File: src/rtl/nonlinear_term_seq.sv
// Streams the nonlinear carry terms of an NBIT ripple adder, one per handshake.
// Optional running parity output: define NLSEQ_PARITY_EN.
module nonlinear_term_seq #(
  parameter int NBIT = 4
) (
  input  logic                                     clk,
  input  logic                                     rst_n,
  input  logic                                     start,
  input  logic [NBIT-1:0]                          a,
  input  logic [NBIT-1:0]                          b,
  input  logic                                     c,
  output logic                                     busy,
  output logic                                     term_valid,
  input  logic                                     term_ready,
  output logic                                     term_data,
  output logic [$clog2(2**(NBIT+2)-NBIT-4)-1:0]    term_idx,
  output logic [$clog2(NBIT)-1:0]                  term_bit,
  output logic                                     done
`ifdef NLSEQ_PARITY_EN
  ,
  output logic                                     parity
`endif
);

  // state | meaning
  // IDLE  | waiting for start
  // EMIT  | presenting terms, advancing on handshake
  // DONE  | one-cycle completion pulse
  typedef enum logic [1:0] {IDLE, EMIT, DONE} state_t;

  localparam int NTOT  = 2**(NBIT+2) - NBIT - 4;
  localparam int IW    = $clog2(NTOT);
  localparam int BW    = $clog2(NBIT);
  localparam int PW    = NBIT + 1;
  localparam int DEPTH = 2**(NBIT+1) - 1;

  state_t          state_q, state_d;
  logic [NBIT-1:0] a_q, b_q;
  logic [IW-1:0]   idx_q;
  logic [BW-1:0]   bit_q;
  logic [PW-1:0]   pos_q;
  logic            rd_sel_q;
  logic            buf0 [DEPTH];
  logic            buf1 [DEPTH];

  logic            start_acc, hs, last_term, last_in_blk;
  logic [PW-1:0]   s_len, rd_addr;
  logic            prev_bit, raw_term;

  assign start_acc = (state_q == IDLE) && start;
  assign hs        = term_valid && term_ready;
  assign last_term = (idx_q == IW'(NTOT-1));

  // s_len is the length of the previous block; this block is 2*s_len+1 long
  always_comb begin
    s_len       = (PW'(2) << bit_q) - PW'(1);
    last_in_blk = (pos_q == (s_len << 1));
    rd_addr     = '0;
    if (pos_q != '0) begin
      if (pos_q <= s_len) rd_addr = pos_q - PW'(1);
      else                rd_addr = pos_q - PW'(1) - s_len;
    end
    prev_bit = rd_sel_q ? buf1[rd_addr] : buf0[rd_addr];
    if (pos_q == '0)         raw_term = a_q[bit_q] & b_q[bit_q];
    else if (pos_q <= s_len) raw_term = a_q[bit_q] & prev_bit;
    else                     raw_term = b_q[bit_q] & prev_bit;
  end

  always_ff @(posedge clk) begin
    if (!rst_n) state_q <= IDLE;
    else        state_q <= state_d;
  end

  always_comb begin
    state_d    = state_q;
    busy       = 1'b1;
    term_valid = 1'b0;
    done       = 1'b0;
    case (state_q)
      IDLE: begin
        busy = 1'b0;
        if (start) state_d = EMIT;
      end
      EMIT: begin
        term_valid = 1'b1;
        if (term_ready && last_term) state_d = DONE;
      end
      DONE: begin
        done    = 1'b1;
        state_d = IDLE;
      end
      default: state_d = IDLE;
    endcase
  end

  assign term_data = term_valid ? raw_term : 1'b0;
  assign term_idx  = idx_q;
  assign term_bit  = bit_q;

  always_ff @(posedge clk) begin
    if (!rst_n) begin
      a_q      <= '0;
      b_q      <= '0;
      idx_q    <= '0;
      bit_q    <= '0;
      pos_q    <= '0;
      rd_sel_q <= 1'b0;
    end else if (start_acc) begin
      a_q      <= a;
      b_q      <= b;
      idx_q    <= '0;
      bit_q    <= '0;
      pos_q    <= '0;
      rd_sel_q <= 1'b0;
    end else if (hs && !last_term) begin
      idx_q <= idx_q + 1'b1;
      if (last_in_blk) begin
        pos_q    <= '0;
        bit_q    <= bit_q + 1'b1;
        rd_sel_q <= ~rd_sel_q;
      end else begin
        pos_q <= pos_q + 1'b1;
      end
    end
  end

  // The carry-in seeds the "previous block" for bit 0
  always_ff @(posedge clk) begin
    if (start_acc) begin
      buf0[0] <= c;
    end else if (hs) begin
      if (rd_sel_q) buf0[pos_q] <= term_data;
      else          buf1[pos_q] <= term_data;
    end
  end

`ifdef NLSEQ_PARITY_EN
  always_ff @(posedge clk) begin
    if (!rst_n)         parity <= 1'b0;
    else if (start_acc) parity <= 1'b0;
    else if (hs)        parity <= parity ^ term_data;
  end
`endif

endmodule

File: config.mk
export PLATFORM = sky130hd
export DESIGN_NAME = nonlinear_term_seq
export DESIGN_NICKNAME = d
export VERILOG_FILES = /design/src/rtl/nonlinear_term_seq.sv
export SDC_FILE = /design/constraint.sdc
export NUM_CORES = 1
export LEC_CHECK = 0
export BUFFER_PORTS_ARGS = -buffer_cell sky130_fd_sc_hd__buf_2
export CAP_MARGIN = 5
export CORE_MARGIN = 4
export CORE_UTILIZATION = 39
export CTS_CLUSTER_DIAMETER = 120
export DETAILED_ROUTE_END_ITERATION = 16
export PLACE_DENSITY_LB_ADDON = 0.08
export SLEW_MARGIN = 20
export SYNTH_ARGS = -nofsm -noshare
export SYNTH_HDL_FRONTEND = slang
export SYNTH_SLANG_ARGS = --single-unit
File: constraint.sdc
create_clock -name clk -period 8.2 [get_ports clk]
set_input_delay 2.46 -clock clk [delete_from_list [all_inputs] [get_ports clk]]
set_output_delay 2.46 -clock clk [all_outputs]
set_load 0.1 [all_outputs]
# --- Word level (Yosys, flattened, before mapping) ---
# Memories as Yosys holds them, arrays and structs flattened.
# Cells that the tools add are included.
word_totals:
  memories: 2
  input_bits: 13
  elab_cells: 71
  regBits: 24
  ramBits: 62
memory_table:
  columns: ["name", "depth", "word_bits", "read_ports", "rd_clocked_by_memory_dff", "write_ports", "line_no", "source"]
  rows:
  - ["buf0", 31, 1, 1, 0, 1, "43", "logic buf0 [DEPTH];"]
  - ["buf1", 31, 1, 1, 0, 1, "44", "logic buf1 [DEPTH];"]
classes:
  n_addsub: 6
  bitwise_logic: 5
  n_eq_ne: 6
  muxes: 30
  magnitude_cmp: 2
  reduce_logical: 12
  shift: 1
op_table:
  columns: ["op", "n"]
  rows:
  - ["$mux 1", 21]
  - ["$mux 5", 4]
  - ["$add 6x1->6 const B", 1]
  - ["$eq 6x6->1 const B", 1]
  - ["$add 5x1->5 const B", 1]
  - ["$eq 5x5->1", 1]
  - ["$le 5x5->1", 1]
  - ["$logic_not 5->1", 1]
  - ["$reduce_bool 5->1", 1]
  - ["$shl 2x2->5 const A", 1]
  - ["$sub 5x1->5 const B", 1]
  - ["$sub 5x2->5 const B", 1]
  - ["$sub 5x5->5", 1]
  - ["$bmux 1 s2", 2]
  - ["$logic_and 1x1->1", 4]
  - ["$mux 2", 2]
  - ["$ne 2x2->1 const B", 2]
  - ["$pmux 2 s2", 1]
  - ["$reduce_and 2->1", 2]
  - ["$and 1x1->1", 3]
  - ["$lt 2x3->1 const B", 1]
  - ["$add 2x1->2 const B", 1]
  - ["$eq 2x1->1 const B", 1]
  - ["$eq 2x2->1 const B", 1]
  - ["other kinds (5)", 6]

# --- Logic depth before layout (Yosys ltp) ---
# An unclocked memory read counts as a cell.
depth:
  word_depth: 12
  ltp_mapped: 16
  mapped_depth_nobuf: 14

# --- Worst setup path before layout ---
# Ideal clock, no wire load.
synth_timing:
  path_type: "reg-to-output"
  startpoint: "reg bit_q[0], in the netlist term_bit[0]"
  endpoint: "out term_data"
  setup_slack_ns: -0.272
  arrival_time_ns: 6.012
  n_path_buf: 1
  stages_incl_launch_ff: 15
  path_cell_list: "dfxtp_1 > ha_1 > xnor2_1 > ha_1 > and3_1 > a221oi_4 > o2bb2ai_2 > mux2i_2 > nor2_2 > buf_6 > a211oi_2 > o32a_2 > or4b_1 > o211a_1 > nor2_1"
synth_via:
  elab_chain_len: 11
  elab_cells_between_ends: 19
  cone_classes: "add/sub: 2; order compare: 1; shift: 1; mux: 10; bitwise: 3; memory: 2"
synth_rtl:
  columns: ["item", "line_no", "source"]
  rows:
  - ["start, declared", "40", "logic [BW-1:0] bit_q;"]
  - ["start signal, assigned", "119", "bit_q <= bit_q + 1'b1;"]
  - ["$shl 2x2->5", "56", "s_len = (PW'(2) << bit_q) - PW'(1);"]
  - ["$sub 5x2->5", "56", null]
  - ["$sub 5x5->5 or $le 5x5->1 (tied branches)", "61, 60, 65", null]
  - ["$mux 5", "60", "if (pos_q <= s_len) rd_addr = pos_q - PW'(1);"]
  - ["$mux 5", "59", "if (pos_q != '0) begin"]
  - ["$mem_v2 31x1 (on tied branches)", null, null]
  - ["$mux 1", "63", "prev_bit = rd_sel_q ? buf1[rd_addr] : buf0[rd_addr];"]
  - ["$and 1x1->1 (on tied branches)", "66, 65", null]
  - ["$mux 1", "65", "else if (pos_q <= s_len) raw_term = a_q[bit_q] & prev_bit;"]
  - ["$mux 1 (*)", "64", "if (pos_q == '0) raw_term = a_q[bit_q] & b_q[bit_q];"]
  - ["$mux 1 (*)", "96", "assign term_data = term_valid ? raw_term : 1'b0;"]
  - ["end, declared", "15", "output logic term_data,"]
# Mark *: on every way between the ends. The rest lies on a longest branch, timed or not. The select of a mux whose other input is x is not followed.

# --- Worst setup path in the final report ---
# Ends and elaborated chain as after synthesis.

==> Implementation_results.wiki <==
{| class="wikitable"
! Metric !! Value
|-
| Result of the run || finished, final reports clean
|-
| Final hold violation count || 0
|-
| Overflow left after global routing || 0
|-
| Final max-slew violation count || 0
|-
| Sequence of cells on the critical path || ha_1 > xnor2_1 > ha_1 > and3_1 > a221oi_4 > o2bb2ai_2 > mux2i_2 > nor2_2 > mux2_2 > o31ai_1 > or4_1 > o211a_1 > nor2_2 > buf_2
|-
| Area added between synthesis and finish || 11.66%
|-
| Beginning of the worst register-to-register path || term_bit[0]
|-
| Worst R2R Path Depth || 13
|-
| Combinational cell fraction of total power || 0.079
|-
| Detailed Routing Iterations Pass 1 || 5
|-
| Hold WC Path Type || flip-flop to flip-flop
|-
| Worst endpoint data arrival time || between 4 and 5 ns
|-
| Vias per Instance || 5.262
|-
| Synthesized netlist net count || roughly 500
|-
| Highest clock frequency the design can meet || approximately 130 MHz
|-
| Avg Cell Area, Syn || 10.10 sq um
|-
| Transition time at the pin with the least slew margin || 0.9853 ns
|-
| Routed Antenna Nets || 0
|-
| Clk pin slew, worst setup/hold paths || about 0.060 ns
|-
| Area of all sequential standard cells || between 2000 and 2500 sq um
|-
| Final period demand of the worst path || 7.420 ns
|-
| Post-DP HPWL || 8435 microns
|-
| Sw Ratio || 0.2336
|-
| Number of clock buffers inserted by TritonCTS || 9
|-
| Netlist area before placement || slightly below 5000 sq um
|-
| Startpoint type of the worst setup path || flip-flop
|-
| Number of antenna violations at the first check in global routing || 0
|-
| Wirelength per Cell || approximately 18 microns
|-
| Die Area || about 14000 sq um
|-
| Setup repair after global routing missed its margin || no
|-
| Num ports || 25
|-
| Power per standard cell area || roughly 180 nW/um^2
|-
| Fraction of the yosys area taken by sequential cells || 0.4872
|-
| Number of failing setup endpoints in the final timing report || 0
|-
| Antenna diode instance count || 0
|-
| Cell Count, Final, Fillers Out || between 600 and 700
|-
| Worst ir drop on vdd || approximately 0.11 mV
|-
| Final TNS setup || 0 ns
|-
| Final worst setup slack || between 0.7 and 0.8 ns
|-
| Number of nets in the layout || 523
|-
| Die Width || 119.0 microns
|-
| Die extent in y || ~120 microns
|-
| Max-cap check violation count || 0
|-
| Number of warnings reported in the yosys synthesis log || 0
|-
| Largest delay contributor family on the critical path || simple AND/OR/NAND/NOR gates
|-
| RR Endpoint || buf0[27]
|-
| Post-CTS Hold Fix Bufs || 0
|-
| Final clock skew || ~0.0060 ns
|-
| Worst setup timing slack at the placement stage || ~1.2 ns
|-
| Number of H-tree branching levels || 3
|-
| Critical Path Fanout Max || 13
|-
| Number of global-route vias before repair || roughly 3500
|-
| Post-synth EDFFs || 62
|-
| Wire length of the first global-routing pass || 19240 microns
|-
| Hold_sp || a_q[1]
|-
| Postcts setup bufs || 0
|-
| Final routed DRC violation total || 0
|-
| Area taken by multi-input logic gates || between 2000 and 2500 sq um
|-
| Number of DRC violations after detailed-routing iteration 0 || 271
|-
| Placed Cells incl. Taps || approximately 650
|-
| Worst hold endpoint || a_q[1]
|-
| Gate count after technology mapping || approximately 480
|-
| Root buf cell || clkbuf_16
|-
| Most used DFF post-synth || edfxtp_1
|-
| Number of filler instances in the final layout || ~1200
|-
| Pin count of the biggest net entering global routing || 32
|-
| Largest incremental delay on the critical path || about 0.57 ns
|-
| Share of post-route cells with drive strength above 1 || 0.1420
|-
| Core area || roughly 12000 sq um
|-
| Leakage power || about 1.8 nW
|-
| Largest buffer count on any clock path || 2
|-
| Flop2flop setup slack || 3.29 ns
|-
| Share of the clock period used by the worst path || 0.9048
|-
| All-Layer GR Usage || 0.1753
|-
| Worst setup path class || flip-flop to output pin
|-
| Worst-path cell with the longest stage delay || nor2_2
|-
| Clock sink count || 86
|-
| Clock tree from TritonCTS || yes
|-
| Net load switching power || roughly 220 uW
|-
| Final Routed Wirelength || between 10000 and 15000 microns
|-
| RD Place Congestion || ~0.8
|-
| Proportion of power drawn by the clock network || 0.427
|-
| Relative slew slack || 0.3407
|-
| Post-CTS sizing || 0
|-
| Cell Int Power || about 730 uW
|-
| Required arrival time at the worst endpoint || 5.74 ns
|-
| Proportion of register bits with asynchronous set or reset after synthesis || 0
|-
| Sequential Power Share || 0.494
|-
| Clock latency of the later-clocked register in the worst-skew pair || approximately 0.35 ns
|-
| Initial cell density of the core || 0.3985
|-
| WP buf/inv || 1
|-
| DR vias || 3515
|-
| Endpoint class of the critical path || output pin
|-
| Number of distinct library cell variants in the gate-level netlist after synthesis || between 60 and 70
|-
| Buffers added on ports || 24
|-
| Flip-flop and latch count after synthesis || 86
|-
| Number of cells traversed by the worst hold path || 2
|-
| Row count || 40
|}
[placed cells by master, fill, tap and decap left out, drive strengths merged, types with 11 or more instances in the layout]
cell type	netlist	routed
nand2	57	57
dfxtp	24	24
ha	15	15
xnor2	14	14
nor2	98	98
buf	11	29
mux2i	23	23
clkbuf	10	11
inv	16	17
edfxtp	62	62
xor2	12	12
nand3	14	14
[metrics by stage]
step | hold WS [ns] | cell area, sq um | utilization | total power, mW
floorplan | 0.4402 | 4810 | - | 0.5336
global placement | 0.4584 | 5069 | 0.4202 | 0.5533
detailed placement | 0.4594 | 5069 | 0.4202 | 0.5535
CTS | 0.4678 | 5360 | 0.4444 | 0.9596
global route | 0.4787 | 5368 | 0.4450 | 0.9889
finish | 0.4633 | 5368 | 0.4450 | 0.9500
[cells in the mapped netlist, types with 10 or more instances]
library cell  number  area share
ha_1              15       0.039
xnor2_1           14       0.026
nor2_1            97       0.076
a21oi_1           10       0.010
nand2_1           56       0.044
inv_1             16       0.012
clkbuf_1          10      0.0078
edfxtp_1          62        0.39
nand3_1           14       0.015
mux2i_1           22       0.046
xor2_1            11       0.020
dfxtp_1           24        0.10
[state kept, by name, indices dropped and copies added (netlist names)]
register / count
a_q: 4
b_q: 4
buf0: 31
buf1: 31
pos_q: 5
rd_sel_q: 1
state_q: 2
term_bit: 2
term_idx: 6
[power by group through the flow]
stage / combinational, mW / clock, mW / sequential, mW
2_1_floorplan: 0.0535 / 0 / 0.480
3_3_place_gp: 0.0744 / 0 / 0.479
3_5_place_dp: 0.0747 / 0 / 0.479
4_1_cts: 0.0749 / 0.415 / 0.469
5_1_grt: 0.0829 / 0.437 / 0.469
6_report: 0.0751 / 0.405 / 0.469
[worst max-delay path by stage]
stage | depth (start not counted) | slack, ns | from | end
after floorplan | 14 | 0.46 | term_bit[0] | term_data
after global placement | 14 | 1.30 | term_bit[0] | term_data
after detailed placement | 14 | 1.16 | term_bit[0] | term_data
after CTS | 14 | 0.77 | term_bit[0] | term_data
after global routing | 14 | 0.43 | term_bit[0] | term_data
final | 14 | 0.78 | term_bit[0] | term_data
[final cells by class]
cell class,count,share of cell area
flip-flops and latches,86,0.4364
multi-input cells,353,0.4296
clock buffers,11,0.04336
well taps,168,0.03916
repair buffers,29,0.02937
inverters,16,0.01119
clock inverters,5,0.01096
[cell families (layout without fill, tap and decap cells)]
logic type / after synthesis / after routing / synth area share
buffers and inverters: 37 / 61 / 0.03514
AO/OA/AOI/OAI: 59 / 59 / 0.09188
XOR/XNOR: 26 / 26 / 0.05128
AND/OR/NAND/NOR: 218 / 218 / 0.2069
multiplexers: 35 / 35 / 0.08850
adder cells (fa/ha/maj): 15 / 15 / 0.03904
flip-flops: 86 / 86 / 0.4872
[routing by layer]
layer,wire length [microns],track usage,up-vias
met5,0,0,-
met4,234,0.06589,0
met3,460,0.03039,17
met2,5380,0.2642,81
met1,5620,0.2517,1696
li1,-,-,1721
[tightest hold or removal path: stages, from the launching register on]
cell and delay, ns:
dfxtp_1 0.31, nand2_1 0.05, a21boi_0 0.06
Note: power is estimated with default switching activity, not from simulation.
